**config.mk**
```make
export PLATFORM = sky130hd
export DESIGN_NAME = store_buffer
export DESIGN_NICKNAME = d
export VERILOG_FILES = /design/src/rtl/store_buffer.sv
export SDC_FILE = /design/constraint.sdc
export NUM_CORES = 1
export LEC_CHECK = 0
export ABC_CLOCK_PERIOD_IN_PS = 3850
export CAP_MARGIN = 40
export CORE_MARGIN = 5
export CORE_UTILIZATION = 35
export CTS_CLUSTER_SIZE = 40
export DETAILED_ROUTE_END_ITERATION = 6
export SETUP_SLACK_MARGIN = 0.05
export SYNTH_ARGS = -nofsm -noshare
export SYNTH_HDL_FRONTEND = slang
export SYNTH_SLANG_ARGS = --single-unit
export TNS_END_PERCENT = 20
```
**constraint.sdc**
```tcl
create_clock -name clk -period 3.85 [get_ports clk]
set_input_delay 0.9625 -clock clk [delete_from_list [all_inputs] [get_ports clk]]
set_output_delay 0.9625 -clock clk [all_outputs]
set_load 0.01 [all_outputs]
```
**src/rtl/store_buffer.sv**
```systemverilog
// RV32I store formatting (SB/SH/SW) with alignment checks, feeding a small FIFO
// that drains formatted writes to data memory over a req/ack handshake.
module store_buffer #(
    parameter int unsigned DEPTH = 4,
    parameter int unsigned AW    = 32,
    localparam int unsigned CW   = $clog2(DEPTH) + 1
) (
    input  logic          clk,
    input  logic          rst,
    input  logic          st_valid,
    output logic          st_ready,
    input  logic [AW-1:0] st_addr,
    input  logic [31:0]   st_data,
    input  logic [2:0]    st_funct3,
    output logic          st_err,
    output logic [AW-1:0] st_err_addr,
    output logic          mem_req,
    output logic [AW-1:0] mem_addr,
    output logic [31:0]   mem_wdata,
    output logic [3:0]    mem_be,
    input  logic          mem_ack,
    output logic          empty,
    output logic [CW-1:0] count
);

    localparam int unsigned PW = $clog2(DEPTH);

    logic [AW-1:0] addr_mem  [DEPTH];
    logic [31:0]   wdata_mem [DEPTH];
    logic [3:0]    be_mem    [DEPTH];

    logic [PW-1:0] wr_ptr_q, wr_ptr_d;
    logic [PW-1:0] rd_ptr_q, rd_ptr_d;
    logic [CW-1:0] count_q, count_d;
    logic          ready_q, ready_d;
    logic          err_q, err_d;
    logic [AW-1:0] err_addr_q, err_addr_d;

    logic          fmt_ok;
    logic [3:0]    fmt_be;
    logic [31:0]   fmt_wdata;
    logic          accept, push, pop;

    always_comb begin
        fmt_ok    = 1'b0;
        fmt_be    = 4'b0000;
        fmt_wdata = 32'h0;
        case (st_funct3)
            3'b000: begin
                fmt_ok    = 1'b1;
                fmt_be    = 4'b0001 << st_addr[1:0];
                fmt_wdata = {4{st_data[7:0]}};
            end
            3'b001: begin
                fmt_ok    = ~st_addr[0];
                fmt_be    = st_addr[1] ? 4'b1100 : 4'b0011;
                fmt_wdata = {2{st_data[15:0]}};
            end
            3'b010: begin
                fmt_ok    = (st_addr[1:0] == 2'b00);
                fmt_be    = 4'b1111;
                fmt_wdata = st_data;
            end
            default: ;
        endcase
    end

    assign accept = st_valid && ready_q;
    assign push   = accept && fmt_ok;
    assign pop    = mem_req && mem_ack;

    always_comb begin
        wr_ptr_d   = push ? wr_ptr_q + PW'(1) : wr_ptr_q;
        rd_ptr_d   = pop  ? rd_ptr_q + PW'(1) : rd_ptr_q;
        count_d    = count_q + CW'(push) - CW'(pop);
        // Registered so a same-cycle pop cannot reopen acceptance combinationally.
        ready_d    = (count_d != CW'(DEPTH));
        err_d      = accept && !fmt_ok;
        err_addr_d = err_d ? st_addr : err_addr_q;
    end

    always_ff @(posedge clk or posedge rst) begin
        if (rst) begin
            wr_ptr_q   <= '0;
            rd_ptr_q   <= '0;
            count_q    <= '0;
            ready_q    <= 1'b1;
            err_q      <= 1'b0;
            err_addr_q <= '0;
        end else begin
            wr_ptr_q   <= wr_ptr_d;
            rd_ptr_q   <= rd_ptr_d;
            count_q    <= count_d;
            ready_q    <= ready_d;
            err_q      <= err_d;
            err_addr_q <= err_addr_d;
        end
    end

    always_ff @(posedge clk) begin
        if (push) begin
            addr_mem[wr_ptr_q]  <= {st_addr[AW-1:2], 2'b00};
            wdata_mem[wr_ptr_q] <= fmt_wdata;
            be_mem[wr_ptr_q]    <= fmt_be;
        end
    end

    assign st_ready    = ready_q;
    assign st_err      = err_q;
    assign st_err_addr = err_addr_q;
    assign count       = count_q;
    assign empty       = (count_q == '0);
    assign mem_req     = !empty;
    assign mem_addr    = addr_mem[rd_ptr_q];
    assign mem_wdata   = wdata_mem[rd_ptr_q];
    assign mem_be      = be_mem[rd_ptr_q];

endmodule

```
==> out/results.ini, run 1 <==
[outcome]
status=finished clean

[finish]
layout_common_cells=sky130_fd_sc_hd__edfxtp_1 (264), sky130_fd_sc_hd__clkdlybuf4s50_1 (175), sky130_fd_sc_hd__mux4_2 (66), sky130_fd_sc_hd__dfrtp_1 (38), sky130_fd_sc_hd__clkbuf_16 (37)
synthToLayoutAreaGrowth_pct=30.3
n_antenna_cell=0
drive_above_1_share_pct=22.8
final_nets=851
layout.cells.non_filler=1247
layout.filler_cells=2909
final_core_util_pct=46.1
commonest_non_fill_non_tap_cell_in_the_layout=sky130_fd_sc_hd__edfxtp_1

[yosys]
post_synthesis_compound_gate_area_fraction_pct=2.55
post_synth_fa_ha_maj_area_fraction_pct=0.806
netlist-cell-type-count=32
fraction_of_synthesized_cell_area_in_xor_and_xnor_cells_pct=0.371
synth.avg_cell_area_um2=20.8
ys_ff_latch=305
synth_simple_gate_area_share_pct=2.78
largest_family_of_logic_cells_by_synthesized_area=multiplexers
netlist_instances=567
post_synth_mux_area_share_pct=15.8
post_synth_instance_area_mm2=0.0118
ys_seq_area_share_pct=75.9
yosysWarnings=0

[clocking]
postCtsSetupRepairBufs=0
numCtsBuffers=34
tritoncts_clock_tree=built
postCtsHoldBufs=0
cts_resized=0
htree_levels=2
ctsRootBufferMaster=sky130_fd_sc_hd__clkbuf_16
clk_path_buf_depth=3
clock_transition_at_path_regs_ns=0.06
cts_num_sinks=305
clkLatencyLatePin_ns=0.49

[die]
die-area_mm2=0.0375
ios=178
fp.dieH_um=194
die-width_um=194
initial_utilization_pct=35.3
cell_row_count=67
core_area_mm2=0.0334

[sta]
final.period_utilization_pct=94.1
finalSetupViolCount=0
final_critical_path_setup_slack_ns=0.229
timing_worst_slew_pin_value_ns=0.600
maxSlewViolCount=0
finalClockSkew_ns=0.0126
maxSlewHeadroom_pct=59.9
clock.fmax_mhz=276
tns_ns=0
rsz0062_at_grt=no
timing.final.crit_period_ns=3.62
final_hold_viol_count=0

[place]
portBuffers=175
place.detailed.hpwl_mm=17.6
dp_worst_setup_slack_ns=0.342
numPlacedInstances=1185
globalplace.congestion=0.755

[critical_path]
cell_chain_critical_path=buf_4 -> mux4_2 -> clkdlybuf4s50_1
cpLargestDelayFamily=buffers and inverters
worst_path_max_delay_cell=sky130_fd_sc_hd__dfrtp_4
cp-end-kind=output port
crit_buf_inv=2
critPathMaxFanout=24
cp_data_required_time_ns=2.89
timing.critical_path.from_type=register
crit_type=reg2out
timing.critical_path.slowest_cell_delay_ns=0.74
arrival_ns=2.66

[global_route]
global_route_wire_length_before_repair_mm=40.6
gr-total-overflow=0
grt_max_degree=35
antenna_found_initial=0
number_of_global_route_vias_before_repair=6576
grt_use_total_pct=13.8

[pwr]
ir_worst_vdd_mv=0.309
p_leak_nw=5.18
powerDensity_mw_per_mm2=669

[detailed_routing]
detailedRoute.firstIterationViolations=375
detail_route.first_pass.iterations=4
vias=5997
route.detailed.wl_per_inst_um=20.8
drc=0
route.final.wire_length_mm=26.0
final_antenna_net_count=0
avgViaCountPerCell=4.81

[min_path]
min_path_type=reg2reg

[job]
drv_cap=0

[per-stage QoR]
stage / instance area (um2) / total power (W) / hold slack (ns)
after detailed placement: 14300 / 0.00737 / 0.476
after global routing: 15400 / 0.0108 / 0.517
after global placement: 14300 / 0.00736 / 0.467
final: 15400 / 0.0103 / 0.485
after CTS: 15400 / 0.0105 / 0.491
after floorplan: 11800 / 0.00574 / 0.529
[cells in the mapped netlist]
| library cell | n | share of area, % |
|---|---|---|
| sky130_fd_sc_hd__nor2b_1 | 11 | 0.58 |
| sky130_fd_sc_hd__nand2_1 | 5 | 0.16 |
| sky130_fd_sc_hd__o21ba_2 | 1 | 0.085 |
| sky130_fd_sc_hd__or2_2 | 1 | 0.053 |
| sky130_fd_sc_hd__a21oi_1 | 28 | 1.2 |
| sky130_fd_sc_hd__fa_1 | 1 | 0.17 |
| sky130_fd_sc_hd__a2bb2oi_1 | 14 | 1.0 |
| sky130_fd_sc_hd__xor2_1 | 2 | 0.15 |
| sky130_fd_sc_hd__clkbuf_2 | 1 | 0.042 |
| sky130_fd_sc_hd__o21a_1 | 3 | 0.19 |
| sky130_fd_sc_hd__dfstp_2 | 1 | 0.22 |
| sky130_fd_sc_hd__buf_2 | 9 | 0.38 |
| sky130_fd_sc_hd__nor3_4 | 1 | 0.14 |
| sky130_fd_sc_hd__buf_1 | 3 | 0.095 |
| sky130_fd_sc_hd__and2_1 | 13 | 0.69 |
| sky130_fd_sc_hd__buf_6 | 3 | 0.29 |
| sky130_fd_sc_hd__dfrtp_1 | 40 | 8.5 |
| sky130_fd_sc_hd__mux4_2 | 66 | 13 |
| sky130_fd_sc_hd__buf_4 | 5 | 0.32 |
| sky130_fd_sc_hd__or3_1 | 1 | 0.053 |
| sky130_fd_sc_hd__o21ai_0 | 1 | 0.042 |
| sky130_fd_sc_hd__xnor2_1 | 3 | 0.22 |
| sky130_fd_sc_hd__nor3_2 | 2 | 0.17 |
| sky130_fd_sc_hd__mux2_1 | 6 | 0.57 |
| sky130_fd_sc_hd__clkbuf_1 | 11 | 0.35 |
| sky130_fd_sc_hd__conb_1 | 1 | 0.032 |
| sky130_fd_sc_hd__nand2b_1 | 2 | 0.11 |
| sky130_fd_sc_hd__inv_1 | 9 | 0.29 |
| sky130_fd_sc_hd__mux2_2 | 27 | 2.6 |
| sky130_fd_sc_hd__ha_1 | 6 | 0.64 |
| sky130_fd_sc_hd__edfxtp_1 | 264 | 67 |
| sky130_fd_sc_hd__nor2_1 | 26 | 0.83 |
[layout make-up]
type	instances	area, um2	area share (%)
multi-input cells	222	2640	17.2
inverters	9	33.8	0.220
clock buffers	53	1040	6.74
well taps	448	561	3.65
flip-flops and latches	305	8960	58.3
repair buffers	201	2080	13.6
clock inverters	9	50.0	0.326
[per-layer routing]
metal	vias to the layer above	wire length (um)	GRT usage, %
met4	0	454	2.86
met5	-	0	0
met2	209	12000	21.7
met3	35	2610	5.57
li1	2680	-	-
met1	3073	10900	18.4
[worst reg2reg max path: stages, from the launching register on]
cell                      delay, ns
sky130_fd_sc_hd__dfrtp_1       0.40
sky130_fd_sc_hd__or3_1         0.46
sky130_fd_sc_hd__and2_1        0.23
sky130_fd_sc_hd__ha_1          0.28
sky130_fd_sc_hd__inv_1         0.04
sky130_fd_sc_hd__ha_1          0.18
sky130_fd_sc_hd__fa_1          0.46
sky130_fd_sc_hd__nor2_1        0.13
sky130_fd_sc_hd__nand2_1       0.06
[power breakdown]
group | leakage (nW) | switching (W) | internal, W
Combinational | 1.76 | 0.00128 | 0.00178
Clock | 0.534 | 0.00121 | 0.00185
Sequential | 2.89 | 0.000251 | 0.00391
[cell families (layout without fill, tap and decap cells)]
group | after synthesis | in the layout
other | 1 | 2
buffers and inverters | 41 | 272
adder cells (fa/ha/maj) | 7 | 7
multiplexers | 99 | 99
XOR/XNOR | 5 | 5
AND/OR/NAND/NOR | 62 | 62
flip-flops | 305 | 305
AO/OA/AOI/OAI | 47 | 47
[worst paths after layout]
path / start / end / slack (ns) / depth (start not counted)
setup / recovery: rd_ptr_q[0] / mem_wdata[13] / 0.23 / 3
hold / removal: st_err_addr[3] / st_err_addr[3] / 0.49 / 1
setup reg to reg: count[0] / st_ready / 1.52 / 8
hold reg to reg: st_err_addr[3] / st_err_addr[3] / 0.49 / 1
max in group asynchronous: rst / st_err_addr[9] / 2.57 / 3
min in group asynchronous: rst / rd_ptr_q[1] / 0.79 / 2
[state kept, by name, summed over array words and instances (netlist names)]
register	cells
addr_mem	120
be_mem	16
count	3
rd_ptr_q	2
st_err	1
st_err_addr	32
st_ready	1
wdata_mem	128
wr_ptr_q	2
No activity file was read; power rests on OpenSTA's default activity.
==> run 2, diff against run 1 <==
Settings changed: PLACE_DENSITY_LB_ADDON set to 0.12.
==> run 2 against run 1 <==
Core utilization is 0.083 points lower. Critical path depth is the same. Final area decreased by 0.18%. Worst setup slack improved by 0.036 ns. Largest power group unchanged.
==> out/results.ini, run 2 (same netlist as run 1, synthesis figures left out) <==
[finish]
largest_register_ffs=128  ; unchanged
commonest_non_fill_non_tap_cell_in_the_layout=sky130_fd_sc_hd__edfxtp_1
combined_area_of_the_multi_input_logic_cells_mm2=0.00264  ; unchanged
final_nets=844  ; -0.82%
sequential_cell_area_mm2=0.00896  ; unchanged
final_core_util_pct=46.0  ; -0.083 points
final_cell_area_mm2=0.0153  ; -0.18%
layout_common_cells=sky130_fd_sc_hd__edfxtp_1 (264), sky130_fd_sc_hd__clkdlybuf4s50_1 (175), sky130_fd_sc_hd__mux4_2 (66), sky130_fd_sc_hd__dfrtp_1 (38), sky130_fd_sc_hd__clkbuf_16 (35)
layout.cells.non_filler=1239  ; -0.64%
n_antenna_cell=0  ; unchanged
largest_register=wdata_mem
drive_above_1_share_pct=21.7  ; -1.0 points
layout.filler_cells=2894  ; -0.52%
synthToLayoutAreaGrowth_pct=30.1

[critical_path]
timing.critical_path.from_type=register
timing.critical_path.slowest_cell_delay_ns=0.69  ; -0.05 ns
crit_type=reg2out
critPathMaxFanout=29  ; +21%
cp_data_required_time_ns=2.89  ; about the same
cell_chain_critical_path=buf_12 -> mux4_2 -> clkdlybuf4s50_1
worst_path_max_delay_cell=sky130_fd_sc_hd__dfrtp_4
cp-end-kind=output port
arrival_ns=2.62  ; -0.04 ns

[place]
portBuffers=175  ; unchanged
place.detailed.hpwl_mm=16.9  ; -3.8%
placedInstanceArea_mm2=0.0142  ; -0.54%
globalplace.congestion=0.769  ; +1.9%
numPlacedInstances=1178  ; -0.59%

[die]
ios=178  ; unchanged
cell_row_count=67  ; unchanged
core_area_mm2=0.0334  ; unchanged
initial_utilization_pct=35.3  ; unchanged
fp.dieH_um=194  ; unchanged
die-width_um=194  ; unchanged
die-area_mm2=0.0375  ; unchanged

[clocking]
cts_resized=0  ; unchanged
clkLatencyLatePin_ns=0.49  ; about the same
clk_path_buf_depth=3  ; unchanged
tritoncts_clock_tree=built
cts_num_sinks=305  ; unchanged
postCtsSetupRepairBufs=0  ; unchanged
clock_transition_at_path_regs_ns=0.06  ; about the same
ctsRootBufferMaster=sky130_fd_sc_hd__clkbuf_16
numCtsBuffers=34  ; unchanged
htree_levels=2  ; unchanged
postCtsHoldBufs=0  ; unchanged

[sta]
finalSetupViolCount=0  ; unchanged
timing_worst_slew_pin_value_ns=0.804  ; +0.205 ns
final.period_utilization_pct=93.1  ; -0.94 points
finalClockSkew_ns=0.00591  ; -0.00669 ns
rsz0062_at_grt=no
maxSlewHeadroom_pct=46.4  ; -14 points
final_hold_viol_count=0  ; unchanged
timing.final.crit_period_ns=3.59  ; -0.0363 ns
tns_ns=0  ; unchanged
maxSlewViolCount=0  ; unchanged
clock.fmax_mhz=279  ; +1.0%

[detailed_routing]
detail_route.first_pass.iterations=4  ; unchanged
final_antenna_net_count=0  ; unchanged
route.final.wire_length_mm=26.5  ; +2.2%
route.detailed.wl_per_inst_um=21.4  ; +2.8%
vias=6041  ; +0.73%
drc=0  ; unchanged
avgViaCountPerCell=4.88  ; +1.4%
detailedRoute.firstIterationViolations=313  ; -17%

[pwr]
p_leak_nw=5.16  ; -0.43%
ir_worst_vdd_mv=0.454  ; +47%
powerDensity_mw_per_mm2=681  ; +1.8%

[job]
drv_cap=0  ; unchanged

[global_route]
grt_use_total_pct=14.1  ; +0.26 points
gr-total-overflow=0  ; unchanged
grt_max_degree=67  ; +91%
global_route_wire_length_before_repair_mm=41.1  ; +1.2%
antenna_found_initial=0  ; unchanged
number_of_global_route_vias_before_repair=6564  ; -0.18%

[outcome]
status=finished clean

[min_path]
min_path_type=reg2reg

[run 2: cell types whose count changed in the layout (fill, tap and decap cells not counted), sizes merged]
cell,before,now
inv,9,10
buf,26,19
clkinv,8,6
bufinv,0,4
clkinvlp,1,0
clkbuf,53,50
[run 2: routing by layer]
metal | vias to the layer above | wire length, um | track usage, %
met5 | - | 0 | 0
met1 | 3148 | 11600 | 19.4
met4 | 0 | 452 | 3.09
li1 | 2660 | - | -
met3 | 35 | 1710 | 3.77
met2 | 198 | 12800 | 22.6
[run 2: per-stage QoR]
stage	total power [W]	worst slack [ns]	hold slack [ns]
floorplan	0.00574	0.223	0.529
global placement	0.00735	0.385	0.473
detailed placement	0.00736	0.325	0.478
CTS	0.0107	0.177	0.492
global route	0.0110	0.104	0.511
finish	0.0105	0.265	0.488
[run 2: cell type report]
type | count | area share (%)
multi-input cells | 222 | 17.2
well taps | 448 | 3.65
flip-flops and latches | 305 | 58.4
repair buffers | 194 | 13.1
clock inverters | 11 | 1.00
clock buffers | 50 | 6.40
inverters | 9 | 0.220
[run 2: worst paths after layout]
kind	endpoint	depth (start not counted)	from	slack, ns
worst max-delay path	mem_addr[14]	3	rd_ptr_q[0]	0.26
worst min-delay path	st_err_addr[7]	1	st_err_addr[7]	0.49
worst max register to register	st_ready	8	count[0]	1.44
worst min register to register	st_err_addr[7]	1	st_err_addr[7]	0.49
max in group asynchronous	st_err_addr[21]	3	rst	2.54
min in group asynchronous	st_err_addr[27]	2	rst	0.80
[run 2: worst max-delay path, delay by kind of cell, from the launching register on]
family | cells | cell delay (ns)
buf+inv | 2 | 0.83
flops | 1 | 0.69
mux | 1 | 0.57
[run 2: report_power, final]
group / total (W) / internal, W / switching, W / leakage, nW
clock network: 0.00325 / 0.00203 / 0.00121 / 0.554
registers: 0.00416 / 0.00391 / 0.000250 / 2.89
logic: 0.00304 / 0.00177 / 0.00128 / 1.72
total: 0.0105 / 0.00771 / 0.00274 / 5.16
